<file path="src/rtl/clk_switch_ctrl.sv">
// Sequencer for the glitch-free link/core clock mux: drains traffic, gates the clock, flips the select and re-enables.
// Optional drain timeout with error pulse is compiled in with CLK_SW_TIMEOUT_EN.
module clk_switch_ctrl #(
  parameter int unsigned GATE_CYC    = 4,
  parameter int unsigned SETTLE_CYC  = 8,
  parameter int unsigned TIMEOUT_CYC = 1024,
  parameter int unsigned CNT_W       = 16
) (
  input  logic clk,
  input  logic reset,
  input  logic run_en,
  input  logic sw_req,
  input  logic sw_dir,
  input  logic xfer_busy,
  output logic direct_back_path,
  output logic clk_enable,
  output logic sw_ack,
  output logic sw_err,
  output logic ctrl_busy
);

  typedef enum logic [2:0] {
    ST_START,
    ST_IDLE,
    ST_DRAIN,
    ST_GATE,
    ST_SWITCH,
    ST_DONE
  } state_t;

  localparam logic [CNT_W-1:0] GATE_LD   = CNT_W'(GATE_CYC - 1);
  localparam logic [CNT_W-1:0] SETTLE_LD = CNT_W'(SETTLE_CYC - 1);

  // Reject parameter sets the counter cannot represent or that would make a timed state zero-length.
  if (GATE_CYC < 1 || SETTLE_CYC < 1 || TIMEOUT_CYC < 1 ||
      longint'(GATE_CYC) > (longint'(1) << CNT_W) ||
      longint'(SETTLE_CYC) > (longint'(1) << CNT_W) ||
      longint'(TIMEOUT_CYC) > (longint'(1) << CNT_W)) begin : g_param_check
    $error("clk_switch_ctrl: cycle parameters out of range for CNT_W");
  end

  state_t           state_q, state_d;
  logic [CNT_W-1:0] cnt_q, cnt_d;
  logic             dir_q, dir_d;
  logic             dbp_q, dbp_d;
  logic             en_q, en_d;
  logic             ack_q, ack_d;
  logic             cnt_zero;
  logic [CNT_W-1:0] cnt_dec;

`ifdef CLK_SW_TIMEOUT_EN
  localparam logic [CNT_W-1:0] TIMEOUT_LD = CNT_W'(TIMEOUT_CYC - 1);
  logic err_q, err_d;
`endif

  assign cnt_zero = (cnt_q == '0);
  assign cnt_dec  = cnt_q - CNT_W'(1);

  always_comb begin
    state_d = state_q;
    cnt_d   = cnt_q;
    dir_d   = dir_q;
    dbp_d   = dbp_q;
    en_d    = en_q;
    ack_d   = ack_q;
`ifdef CLK_SW_TIMEOUT_EN
    err_d   = 1'b0;
`endif
    case (state_q)
      ST_START: begin
        if (cnt_zero) begin
          state_d = ST_IDLE;
          en_d    = 1'b1;
        end else begin
          cnt_d = cnt_dec;
        end
      end
      ST_IDLE: begin
        if (sw_req) begin
          dir_d = sw_dir;
          // Already on the requested path: acknowledge without touching the clock.
          if (sw_dir == dbp_q) begin
            state_d = ST_DONE;
            ack_d   = 1'b1;
          end else begin
            state_d = ST_DRAIN;
`ifdef CLK_SW_TIMEOUT_EN
            cnt_d   = TIMEOUT_LD;
`endif
          end
        end
      end
      ST_DRAIN: begin
        if (!xfer_busy) begin
          state_d = ST_GATE;
          en_d    = 1'b0;
          cnt_d   = GATE_LD;
        end
`ifdef CLK_SW_TIMEOUT_EN
        else if (cnt_zero) begin
          state_d = ST_DONE;
          ack_d   = 1'b1;
          err_d   = 1'b1;
        end else begin
          cnt_d = cnt_dec;
        end
`endif
      end
      ST_GATE: begin
        if (cnt_zero) begin
          state_d = ST_SWITCH;
          dbp_d   = dir_q;
          cnt_d   = SETTLE_LD;
        end else begin
          cnt_d = cnt_dec;
        end
      end
      ST_SWITCH: begin
        if (cnt_zero) begin
          state_d = ST_DONE;
          en_d    = 1'b1;
          ack_d   = 1'b1;
        end else begin
          cnt_d = cnt_dec;
        end
      end
      ST_DONE: begin
        if (!sw_req) begin
          state_d = ST_IDLE;
          ack_d   = 1'b0;
        end
      end
      default: begin
        state_d = ST_START;
        cnt_d   = SETTLE_LD;
        en_d    = 1'b0;
        ack_d   = 1'b0;
      end
    endcase
  end

  always_ff @(posedge clk or posedge reset) begin
    if (reset) begin
      state_q <= ST_START;
      cnt_q   <= SETTLE_LD;
      dir_q   <= 1'b0;
      dbp_q   <= 1'b0;
      en_q    <= 1'b0;
      ack_q   <= 1'b0;
`ifdef CLK_SW_TIMEOUT_EN
      err_q   <= 1'b0;
`endif
    end else begin
      state_q <= state_d;
      cnt_q   <= cnt_d;
      dir_q   <= dir_d;
      dbp_q   <= dbp_d;
      en_q    <= en_d;
      ack_q   <= ack_d;
`ifdef CLK_SW_TIMEOUT_EN
      err_q   <= err_d;
`endif
    end
  end

  // run_en only masks the mux enable; the sequence itself keeps running.
  assign clk_enable       = en_q & run_en;
  assign direct_back_path = dbp_q;
  assign sw_ack           = ack_q;
  assign ctrl_busy        = (state_q != ST_IDLE);
`ifdef CLK_SW_TIMEOUT_EN
  assign sw_err           = err_q;
`else
  assign sw_err           = 1'b0;
`endif

endmodule

</file>
<file path="config.mk">
export PLATFORM = sky130hd
export DESIGN_NAME = clk_switch_ctrl
export DESIGN_NICKNAME = d
export VERILOG_FILES = /design/src/rtl/clk_switch_ctrl.sv
export SDC_FILE = /design/constraint.sdc
export NUM_CORES = 1
export LEC_CHECK = 0
export CORE_MARGIN = 2
export CORE_UTILIZATION = 60
export CTS_BUF_LIST = sky130_fd_sc_hd__clkbuf_8
export DETAILED_ROUTE_END_ITERATION = 6
export GPL_TIMING_DRIVEN = 1
export PLACE_DENSITY = 0.81
export SETUP_SLACK_MARGIN = 0.4
export SLEW_MARGIN = 0
export SYNTH_ARGS = -nofsm -noshare
export SYNTH_HDL_FRONTEND = slang
export SYNTH_SLANG_ARGS = --single-unit
</file>
<file path="constraint.sdc">
create_clock -name clk -period 2.4 [get_ports clk]
set_input_delay 0.72 -clock clk [delete_from_list [all_inputs] [get_ports clk]]
set_output_delay 0.72 -clock clk [all_outputs]
set_load 0.01 [all_outputs]
</file>
==> PnR_summary.wiki, run 1 <==
{| class="wikitable"
! Metric !! Value
|-
| Total global routing overflow || 0
|-
| Via density per instance || 6.862
|-
| Placeable Area || 2432 µm²
|-
| Leading area contributor after synthesis || sky130_fd_sc_hd__dfrtp_1
|-
| Number of filler instances in the final layout || 163
|-
| Total GRT Usage || 0.2792
|-
| Min Clock Period, post-route || 1.992 ns
|-
| Count of cells along the worst hold path || 1
|-
| Vias in the first global route || 1242
|-
| Number of instances in the synthesized netlist || 151
|-
| Most numerous cell types in the synthesized netlist || 20 x sky130_fd_sc_hd__dfrtp_1, 14 x sky130_fd_sc_hd__a21oi_1, 8 x sky130_fd_sc_hd__and3_1, 8 x sky130_fd_sc_hd__nor2_1
|-
| Clock-pin slew on the worst setup and hold paths || 0.08 ns
|-
| Internal reg-to-reg setup slack || 0.44 ns
|-
| Power density of the placed cells || 1376 nW/µm²
|-
| Count of vias placed by the detailed router || 1393
|-
| Number of flip-flops and latches in the synthesized netlist || 23
|-
| Launching element type of the critical path || flip-flop
|-
| # DRC || 0
|-
| Final net count || 182
|-
| Floorplan row count || 18
|-
| Most instantiated library cell after synthesis || sky130_fd_sc_hd__dfrtp_1
|-
| First-pass detailed-route iteration total || 4
|-
| Hold Buf Count CTS || 0
|-
| Primary flip-flop cell chosen by synthesis mapping || sky130_fd_sc_hd__dfrtp_1
|-
| Largest voltage drop on the vdd net || 932.2 µV
|-
| Kind of end point of the critical path || output pin
|-
| Total Power || 2.517 mW
|-
| Initial Utilization || 0.6229
|-
| Maximum number of pins on one net before global-route repair || 16
|-
| Maximum clock rate || 501.9 MHz
|-
| Residual antenna-violating net count after detailed routing || 0
|-
| Antenna violations before repair || 0
|-
| Required time at the worst-slack endpoint || 1.68 ns
|-
| # H-tree levels || 1
|-
| Cells on worst reg2reg path || 6
|-
| Reg2Reg Capture Point || cnt_q[13]
|-
| Leakage power of the design || 0.7729 nW
|-
| Max-cap violation count || 0
|-
| Final setup skew || 0.0008605 ns
|-
| Total wire length || 3694 µm
|-
| Fin util || 0.7521
|-
| Fraction of final layout cells with drive strength greater than 1 || 0.3179
|-
| Global placer's final weighted congestion || 0.8633
|-
| Worst-case clock buffer depth || 2
|-
| Detailed Place HPWL || 2399 µm
|-
| Fin. Hold Viols || 0
|-
| Number of design-rule violations left by the first detailed-router iteration || 47
|-
| Clock insertion delay at the later pin of the skew report || 0.27 ns
|-
| Synthesis-to-finish area growth || 20.73%
|-
| Hold Crit Class || reg2reg
|-
| Clk sinks || 23
|-
| Count of final max-slew check failures || 0
|-
| Sequential-to-total area share from yosys stat || 0.3823
|-
| Largest cells by area after synthesis || sky130_fd_sc_hd__dfrtp_1 33%, sky130_fd_sc_hd__nor4_2 5.8%, sky130_fd_sc_hd__dfstp_2 5.2%
|-
| Number of distinct library cells after synthesis || 56
|-
| Worst flop-to-flop path startpoint || cnt_q[1]
|-
| Beginning of the worst hold path || en_q
|-
| Die H || 54.25 µm
|-
| Setup repair after global routing missed its margin || true
|-
| Final Cycle Share || 0.8301
|-
| I/O Buffers || 9
|-
| Mean instance size in the synthesized netlist || 10.03 µm²
|-
| Status || completed
|-
| TritonCTS buffer count || 3
|-
| Peak fanout along the critical path || 3
|-
| Yosys top cell area share || 0.3303
|-
| Async set-reset flop share out of synthesis || 1.000
|-
| Root buf cell || sky130_fd_sc_hd__clkbuf_8
|-
| Netlist area before placement || 1515 µm²
|-
| Setup-violating endpoint count in the final report || 0
|-
| WHS Endpoint || en_q
|-
| Endpoint arrival time on the critical path || 1.27 ns
|-
| Die Span X || 54.25 µm
|-
| CTS tree || done
|-
| Synthesized Nets || 159
|-
| CP Class || reg2out
|-
| Mean routed wirelength per cell || 18.20 µm
|-
| Antenna cell count || 0
|-
| Number of synthesized flops with an enable pin || 0
|-
| Wire length of the first global-routing pass || 5844 µm
|-
| Syn. warnings || 0
|-
| Die outline area || 2943 µm²
|-
| I/O pin total || 11
|}
-- worst max-delay path, cell delays in order, from the launching register on --
cell and delay, ns:
sky130_fd_sc_hd__dfrtp_1 0.39, sky130_fd_sc_hd__or2b_4 0.26, sky130_fd_sc_hd__or2_4 0.23, sky130_fd_sc_hd__buf_6 0.12
-- per-layer routing --
metal,track usage,part of all wire,vias to the layer above
li1,-,-,639
met1,0.3800,0.43,695
met2,0.4498,0.51,55
met3,0.04372,0.051,4
met4,0.1000,0.0092,0
met5,0,0,-
-- power breakdown --
group | switching [mW] | internal, mW | total (mW)
sequential | 0.187 | 0.568 | 0.755
combinational | 0.836 | 0.676 | 1.51
clock | 0.135 | 0.115 | 0.250
-- stage by stage --
step                std cells  worst slack (ns)  cell area [µm²]  hold WS [ns]  TNS, ns
floorplan                 151            0.4077             1515        0.4414        0
global placement          194           -0.1304             1677        0.4584  -0.1304
detailed placement        194           -0.1480             1677        0.4672  -0.1496
CTS                       199            0.3892             1753        0.4878        0
global route              203            0.3751             1829        0.5180        0
finish                    203            0.4076             1829        0.4882        0
-- flip-flops by register name, summed over array words and instances (netlist names) --
| signal | count |
|---|---|
| dir_q | 1 |
| sw_ack | 1 |
| direct_back_path | 1 |
| en_q | 1 |
| state_q | 3 |
| cnt_q | 16 |
-- area by class of cell --
class | instances | area, µm² | share of cell area
clock buffers | 3 | 41.29 | 0.02257
clock inverters | 1 | 3.754 | 0.002052
inverters | 7 | 26.28 | 0.01436
multi-input cells | 116 | 948.4 | 0.5185
flip-flops and latches | 23 | 579.3 | 0.3167
well taps | 30 | 37.54 | 0.02052
repair buffers | 23 | 192.7 | 0.1053
-- kinds of logic after synthesis --
kind of cell             count (synthesis)  share of synthesized area
AO/OA/AOI/OAI                           42                     0.1957
XOR/XNOR                                 1                   0.005781
adder cells (fa/ha/maj)                  2                    0.01651
buffers and inverters                   13                    0.04459
flip-flops                              23                     0.3823
multiplexers                             2                    0.01486
other                                    1                   0.002475
AND/OR/NAND/NOR                         67                     0.3377
-- how the worst max path moves through the flow --
| stage | to | start | slack [ns] |
|---|---|---|---|
| 2_1_floorplan | cnt_q[10] | cnt_q[0] | 0.41 |
| 3_3_place_gp | clk_enable | run_en | -0.13 |
| 3_5_place_dp | clk_enable | run_en | -0.15 |
| 4_1_cts | ctrl_busy | state_q[2] | 0.39 |
| 5_1_grt | cnt_q[13] | cnt_q[1] | 0.38 |
| 6_report | ctrl_busy | state_q[2] | 0.41 |
-- cells in the final DEF, fill, tap and decap left out, types with 2 or more instances in the layout --
cell type | Yosys | routed
sky130_fd_sc_hd__nor2_1 | 8 | 8
sky130_fd_sc_hd__dfrtp_1 | 20 | 20
sky130_fd_sc_hd__inv_1 | 7 | 8
sky130_fd_sc_hd__o41ai_2 | 0 | 2
sky130_fd_sc_hd__a31o_2 | 2 | 2
sky130_fd_sc_hd__dfstp_2 | 3 | 3
sky130_fd_sc_hd__nor3_1 | 6 | 6
sky130_fd_sc_hd__ha_1 | 2 | 2
sky130_fd_sc_hd__nand3b_1 | 2 | 2
sky130_fd_sc_hd__or4_4 | 2 | 2
sky130_fd_sc_hd__o21ai_0 | 6 | 6
sky130_fd_sc_hd__and3_1 | 8 | 7
sky130_fd_sc_hd__o22ai_1 | 2 | 2
sky130_fd_sc_hd__nor4_2 | 7 | 7
sky130_fd_sc_hd__nor4_4 | 2 | 3
sky130_fd_sc_hd__a21oi_1 | 14 | 14
sky130_fd_sc_hd__nand3_1 | 3 | 3
sky130_fd_sc_hd__nand2_1 | 4 | 4
sky130_fd_sc_hd__clkdlybuf4s50_1 | 0 | 5
sky130_fd_sc_hd__nand2b_1 | 2 | 2
sky130_fd_sc_hd__nor4_1 | 5 | 4
sky130_fd_sc_hd__clkbuf_8 | 0 | 3
sky130_fd_sc_hd__o2bb2ai_1 | 2 | 2
sky130_fd_sc_hd__or2_4 | 0 | 2
sky130_fd_sc_hd__a22oi_1 | 2 | 2
sky130_fd_sc_hd__buf_4 | 1 | 14
-- what timing repair did --
action | CTS | global route
setup buffers | 0 | 4
gates resized for setup | 17 | 8
pin swaps | 4 | 4
setup endpoints to repair | 17 | 20
gates cloned | 1 | 0
No activity file was read; power rests on OpenSTA's default activity.
==> inputs of run 2 (changes only) <==
==> constraint.sdc (replaced) <==
create_clock -name clk -period 1.87 [get_ports clk]
set_input_delay 0.561 -clock clk [delete_from_list [all_inputs] [get_ports clk]]
set_output_delay 0.561 -clock clk [all_outputs]
set_load 0.01 [all_outputs]
==> run 2 against run 1 <==
Compared with the run above: the run now ends with setup timing left; global-route usage up 9.7 points; routed wire length up 63%; critical path depth up 4; setup slack worse by 0.47 ns; utilization up 18 points; cell count up 14%; via count up 29%; sequential share of layout area down 6.0 points; count of clock-buffer cells in the layout unchanged; flip-flop and latch count unchanged; sequential power up 35%; die area unchanged; critical endpoint is now cnt_q[11]; largest cell class unchanged.
==> PnR_summary.wiki, run 2 (synthesis gave the netlist of run 1 again) <==
{| class="wikitable"
! Metric !! Value
|-
| Status || finished, violations left
|-
| Violations in the final reports || setup timing
|-
| Fraction of power consumed by combinational cells || 0.688
|-
| CTS tree || done
|-
| Antenna violations before repair || 0
|-
| Post-layout worst setup margin || -0.06266 ns
|-
| Sequential power share || 0.238
|-
| Maximum number of pins on one net before global-route repair || 24
|-
| Initial Utilization || 0.6229
|-
| I/O pin total || 11
|-
| Number of filler instances in the final layout || 75
|-
| Required time at the worst-slack endpoint || 2.05 ns
|-
| Final design area excluding fillers || 2260 µm²
|-
| Total cell area at the placement stage || 1777 µm²
|-
| Most frequent standard cell in the layout excluding fill and tap cells || sky130_fd_sc_hd__buf_4
|-
| # H-tree levels || 1
|-
| Root buf cell || sky130_fd_sc_hd__clkbuf_8
|-
| Via density per instance || 7.775
|-
| Final net count || 210
|-
| Hold Crit Class || reg2reg
|-
| Relative contribution of the clock network to total power || 0.074
|-
| Detailed Place HPWL || 2499 µm
|-
| Dpl ws || -0.3979 ns
|-
| Flip-flop count of the largest register, all copies and words added || 16
|-
| Relative slew slack || 0.6435
|-
| Tightest Pin Transition || 0.5328 ns
|-
| Die Span X || 54.25 µm
|-
| Top flop regs || cnt_q (16), state_q (3)
|-
| Total wire length || 6029 µm
|-
| Total global routing overflow || 0
|-
| Synthesis-to-finish area growth || 49.13%
|-
| TritonCTS buffer count || 3
|-
| Die outline area || 2943 µm²
|-
| Final setup skew || 0.002648 ns
|-
| Most frequent cells in the layout || 34 x sky130_fd_sc_hd__buf_4, 19 x sky130_fd_sc_hd__dfrtp_1, 10 x sky130_fd_sc_hd__a21oi_1
|-
| Power density of the placed cells || 1887 nW/µm²
|-
| Setup repair after global routing missed its margin || true
|-
| # DRC || 0
|-
| Hold Buf Count CTS || 0
|-
| Switching part of the total || 0.4862
|-
| Mean routed wirelength per cell || 26.10 µm
|-
| Vias in the first global route || 1557
|-
| Count of final max-slew check failures || 0
|-
| Kind of end point of the critical path || flip-flop
|-
| First-pass detailed-route iteration total || 4
|-
| Worst-case hold slack || 0.5251 ns
|-
| Worst-case clock buffer depth || 2
|-
| Endpoint arrival time on the critical path || 2.11 ns
|-
| Clock-pin slew on the worst setup and hold paths || 0.08 ns
|-
| Count of non-filler cells in the finished layout || 231
|-
| Clk sinks || 23
|-
| Peak fanout along the critical path || 6
|-
| Count of placed standard cells including taps || 204
|-
| Final total negative setup slack || -0.1681 ns
|-
| Final Cycle Share || 1.034
|-
| Number of design-rule violations left by the first detailed-router iteration || 96
|-
| Wire length of the first global-routing pass || 7748 µm
|-
| Antenna cell count || 0
|-
| CP Class || reg2reg
|-
| Maximum clock rate || 517.4 MHz
|-
| Fraction of final layout cells with drive strength greater than 1 || 0.5522
|-
| Leakage power of the design || 0.9715 nW
|-
| Placeable Area || 2432 µm²
|-
| Min Clock Period, post-route || 1.933 ns
|-
| Global placer's final weighted congestion || 0.8369
|-
| Cell-internal power || 2.191 mW
|-
| Die H || 54.25 µm
|-
| Setup-violating endpoint count in the final report || 6
|-
| Fin. Hold Viols || 0
|-
| Max-cap violation count || 0
|-
| Total GRT Usage || 0.3759
|-
| Clock insertion delay at the later pin of the skew report || 0.27 ns
|-
| Floorplan row count || 18
|-
| I/O Buffers || 9
|-
| Count of vias placed by the detailed router || 1796
|-
| Largest Register || cnt_q
|-
| Launching element type of the critical path || flip-flop
|-
| Residual antenna-violating net count after detailed routing || 0
|-
| Largest voltage drop on the vdd net || 1470 µV
|-
| Sw Pwr || 2.073 mW
|}
-- run 2: routing by layer --
layer	wire, µm	share of wire	up-vias	track usage
met5	0	0	-	0
met1	2137	0.35	888	0.4668
met4	339	0.056	0	0.1375
met3	617	0.10	49	0.05464
met2	2935	0.49	168	0.6586
li1	-	-	691	-
-- run 2: repair_timing --
item                       CTS  global route
hold endpoints to repair     0             0
setup buffers               14             8
gates cloned                 1             0
resized for setup           57            18
setup endpoints to repair   26            25
pin swaps                   19            18
-- run 2: path summary, 6_finish.rpt --
kind	slack (ns)	startpoint	cells past startpoint	to
setup / recovery	-0.06	cnt_q[1]	7	cnt_q[11]
hold / removal	0.53	dir_q	1	direct_back_path
setup reg to reg	-0.06	cnt_q[1]	7	cnt_q[11]
hold reg to reg	0.53	dir_q	1	direct_back_path
max in group asynchronous	0.92	reset	3	cnt_q[2]
min in group asynchronous	0.66	reset	3	direct_back_path
-- run 2: cell type report --
| type | count | area, µm² | area share |
|---|---|---|---|
| inverters | 7 | 31.28 | 0.01384 |
| clock buffers | 3 | 41.29 | 0.01827 |
| well taps | 30 | 37.54 | 0.01661 |
| multi-input cells | 116 | 1137 | 0.5033 |
| repair buffers | 51 | 427.9 | 0.1894 |
| clock inverters | 1 | 3.754 | 0.001661 |
| flip-flops and latches | 23 | 580.6 | 0.2569 |
-- run 2: metrics by stage --
| step | power [mW] | util |
|---|---|---|
| 2_1_floorplan | 2.255 | - |
| 3_3_place_gp | 2.756 | 0.7305 |
| 3_5_place_dp | 2.838 | 0.7305 |
| 4_1_cts | 3.683 | 0.8750 |
| 5_1_grt | 4.411 | 0.9290 |
| 6_report | 4.264 | 0.9290 |
-- run 2: worst max-delay path, stage by stage (launching register included) --
cell and delay, ns:
sky130_fd_sc_hd__dfstp_2 0.39, sky130_fd_sc_hd__buf_6 0.11, sky130_fd_sc_hd__or4_4 0.57, sky130_fd_sc_hd__nor4_4 0.21
sky130_fd_sc_hd__buf_4 0.21, sky130_fd_sc_hd__buf_4 0.12, sky130_fd_sc_hd__a21oi_2 0.06, sky130_fd_sc_hd__nor4_4 0.15
-- run 2: power groups by stage --
| stage | clock network, mW | logic, mW | registers (mW) |
|---|---|---|---|
| 2_1_floorplan | 0 | 1.31 | 0.944 |
| 3_3_place_gp | 0 | 1.82 | 0.935 |
| 3_5_place_dp | 0 | 1.89 | 0.950 |
| 4_1_cts | 0.311 | 2.40 | 0.967 |
| 5_1_grt | 0.332 | 3.05 | 1.03 |
| 6_report | 0.315 | 2.93 | 1.02 |
==> inputs of run 3 (changes only) <==
--- a/config.mk
+++ b/config.mk
@@ -10,7 +10,7 @@
 export CTS_BUF_LIST = sky130_fd_sc_hd__clkbuf_8
 export DETAILED_ROUTE_END_ITERATION = 6
 export GPL_TIMING_DRIVEN = 1
-export PLACE_DENSITY = 0.81
+export PLACE_DENSITY = 0.78
 export SETUP_SLACK_MARGIN = 0.4
 export SLEW_MARGIN = 0
 export SYNTH_ARGS = -nofsm -noshare
==> constraint.sdc (replaced) <==
create_clock -name clk -period 2.2 [get_ports clk]
set_input_delay 0.66 -clock clk [delete_from_list [all_inputs] [get_ports clk]]
set_output_delay 0.66 -clock clk [all_outputs]
set_load 0.01 [all_outputs]
==> run 3 against run 2 <==
Compared with the run above: the flow now finishes without violations; first-iteration DRC count shrank 47%; cell count shrank 6.5%; die area is the same; via count shrank 17%; sequential share of layout area grew 2.5 points; combinational power shrank 31%; utilization shrank 7.7 points; sequential power shrank 15%; hold slack lost 0.036 ns; clock skew grew 0.0043 ns; clock power shrank 17%; register-to-register slack gained 0.37 ns.
==> PnR_summary.wiki, run 3 (synthesis gave the netlist of run 1 again) <==
{| class="wikitable"
! Metric !! Value
|-
| # H-tree levels || 1
|-
| Global placer's final weighted congestion || 0.8551
|-
| Root buf cell || sky130_fd_sc_hd__clkbuf_8
|-
| Kind of end point of the critical path || output pin
|-
| Vias in the first global route || 1367
|-
| Largest voltage drop on the vdd net || 1195 µV
|-
| Fraction of final layout cells with drive strength greater than 1 || 0.4703
|-
| Total GRT Usage || 0.3262
|-
| Placeable Area || 2432 µm²
|-
| Final net count || 194
|-
| Fin. Hold Viols || 0
|-
| Die H || 54.25 µm
|-
| Count of placed standard cells including taps || 195
|-
| Count of vias placed by the detailed router || 1487
|-
| Maximum clock rate || 509.6 MHz
|-
| Count of final max-slew check failures || 0
|-
| Required time at the worst-slack endpoint || 1.54 ns
|-
| Total wire length || 4593 µm
|-
| Number of design-rule violations left by the first detailed-router iteration || 51
|-
| Maximum number of pins on one net before global-route repair || 16
|-
| CP Class || reg2out
|-
| Leakage power of the design || 0.8481 nW
|-
| Setup-violating endpoint count in the final report || 0
|-
| Launching element type of the critical path || flip-flop
|-
| Largest Register || cnt_q
|-
| TritonCTS buffer count || 3
|-
| I/O Buffers || 9
|-
| Worst-case clock buffer depth || 2
|-
| Setup repair after global routing missed its margin || true
|-
| Via density per instance || 6.884
|-
| Worst-case hold slack || 0.4896 ns
|-
| Hold Crit Class || reg2reg
|-
| Synthesis-to-finish area growth || 36.75%
|-
| Residual antenna-violating net count after detailed routing || 0
|-
| I/O pin total || 11
|-
| Power density of the placed cells || 1521 nW/µm²
|-
| Max-cap violation count || 0
|-
| Floorplan row count || 18
|-
| Total Power || 3.152 mW
|-
| First-pass detailed-route iteration total || 4
|-
| Most frequent standard cell in the layout excluding fill and tap cells || sky130_fd_sc_hd__buf_4
|-
| Endpoint arrival time on the critical path || 1.30 ns
|-
| Antenna violations before repair || 0
|-
| # DRC || 0
|-
| Status || completed
|-
| CTS tree || done
|-
| Flip-flop count of the largest register, all copies and words added || 16
|-
| Final setup skew || 0.006987 ns
|-
| Count of non-filler cells in the finished layout || 216
|-
| Final Cycle Share || 0.8920
|-
| Top flop regs || cnt_q (16), state_q (3)
|-
| Most frequent cells in the layout || 22 x sky130_fd_sc_hd__buf_4, 16 x sky130_fd_sc_hd__dfrtp_1, 11 x sky130_fd_sc_hd__a21oi_1
|-
| Min Clock Period, post-route || 1.962 ns
|-
| Initial Utilization || 0.6229
|-
| Clock-pin slew on the worst setup and hold paths || 0.09 ns
|-
| Total global routing overflow || 0
|-
| Die Span X || 54.25 µm
|-
| Die outline area || 2943 µm²
|-
| Peak fanout along the critical path || 2
|-
| Dpl ws || -0.2279 ns
|-
| Detailed Place HPWL || 2628 µm
|-
| Mean routed wirelength per cell || 21.26 µm
|-
| Clock insertion delay at the later pin of the skew report || 0.26 ns
|-
| Fin util || 0.8519
|-
| Post-layout worst setup margin || 0.2376 ns
|-
| Wire length of the first global-routing pass || 6803 µm
|-
| Clk sinks || 23
|}
## run 3: cell types whose count changed in the layout (fill, tap and decap cells not counted), moves of 2 or more
cell                            previous run  this run
sky130_fd_sc_hd__buf_4                    34        22
sky130_fd_sc_hd__buf_6                     9         5
sky130_fd_sc_hd__a21oi_2                   4         1
sky130_fd_sc_hd__dfrtp_1                  19        16
sky130_fd_sc_hd__dfrtp_2                   1         4
sky130_fd_sc_hd__o21ai_0                   2         5
sky130_fd_sc_hd__a21oi_4                   0         2
sky130_fd_sc_hd__dlygate4sd2_1             1         3
sky130_fd_sc_hd__nand2_1                   2         4
sky130_fd_sc_hd__o21ai_2                   2         0
## run 3: critical path, stage by stage (launching register included)
cell,delay (ns)
sky130_fd_sc_hd__dfrtp_1,0.40
sky130_fd_sc_hd__or2b_4,0.26
sky130_fd_sc_hd__or2_4,0.25
sky130_fd_sc_hd__buf_6,0.12
## run 3: routing by layer
layer  wire (µm)  vias up  global-route usage
met1        1897      748              0.4443
li1            -      659                   -
met3         207       17             0.04918
met4         135        0              0.1042
met5           0        -                   0
met2        2353       63              0.5321
## run 3: final timing paths
check                           startpoint          to  slack, ns  depth (start not counted)
worst min register to register        en_q        en_q       0.49                          1
worst min-delay path                  en_q        en_q       0.49                          1
worst max-delay path            state_q[2]   ctrl_busy       0.24                          3
worst max register to register  state_q[1]    cnt_q[9]       0.31                          6
min in group asynchronous            reset  state_q[2]       0.68                          2
max in group asynchronous            reset    cnt_q[4]       0.96                          3
## run 3: through the flow
| step | area (µm²) | setup TNS [ns] |
|---|---|---|
| after floorplan | 1530 | 0 |
| after global placement | 1695 | -0.4884 |
| after detailed placement | 1695 | -0.9539 |
| after CTS | 1971 | 0 |
| after global routing | 2069 | 0 |
| final | 2072 | 0 |
## run 3: cell type report
type	count	area [µm²]
Inverter	7	31.28
Clock buffer	3	41.29
Timing Repair Buffer	35	292.8
Sequential cell	23	584.3
Tap cell	30	37.54
Antenna cell	1	2.502
Clock inverter	1	3.754
Multi-Input combinational cell	116	1079
Fill cell	125	360.3
## run 3: repair_timing
item | in CTS | in global routing
resized for setup | 43 | 16
buffers inserted | 11 | 4
setup endpoints to repair | 22 | 20
hold buffers | 0 | 0
pin swaps | 16 | 8
cloned | 1 | 0
## run 3: report_power, final
group | leakage [nW] | internal, mW | switching, mW | total (mW)
Combinational | 0.531 | 0.930 | 1.10 | 2.03
Sequential | 0.290 | 0.626 | 0.239 | 0.865
Clock | 0.0269 | 0.125 | 0.135 | 0.260
Total | 0.848 | 1.68 | 1.47 | 3.15
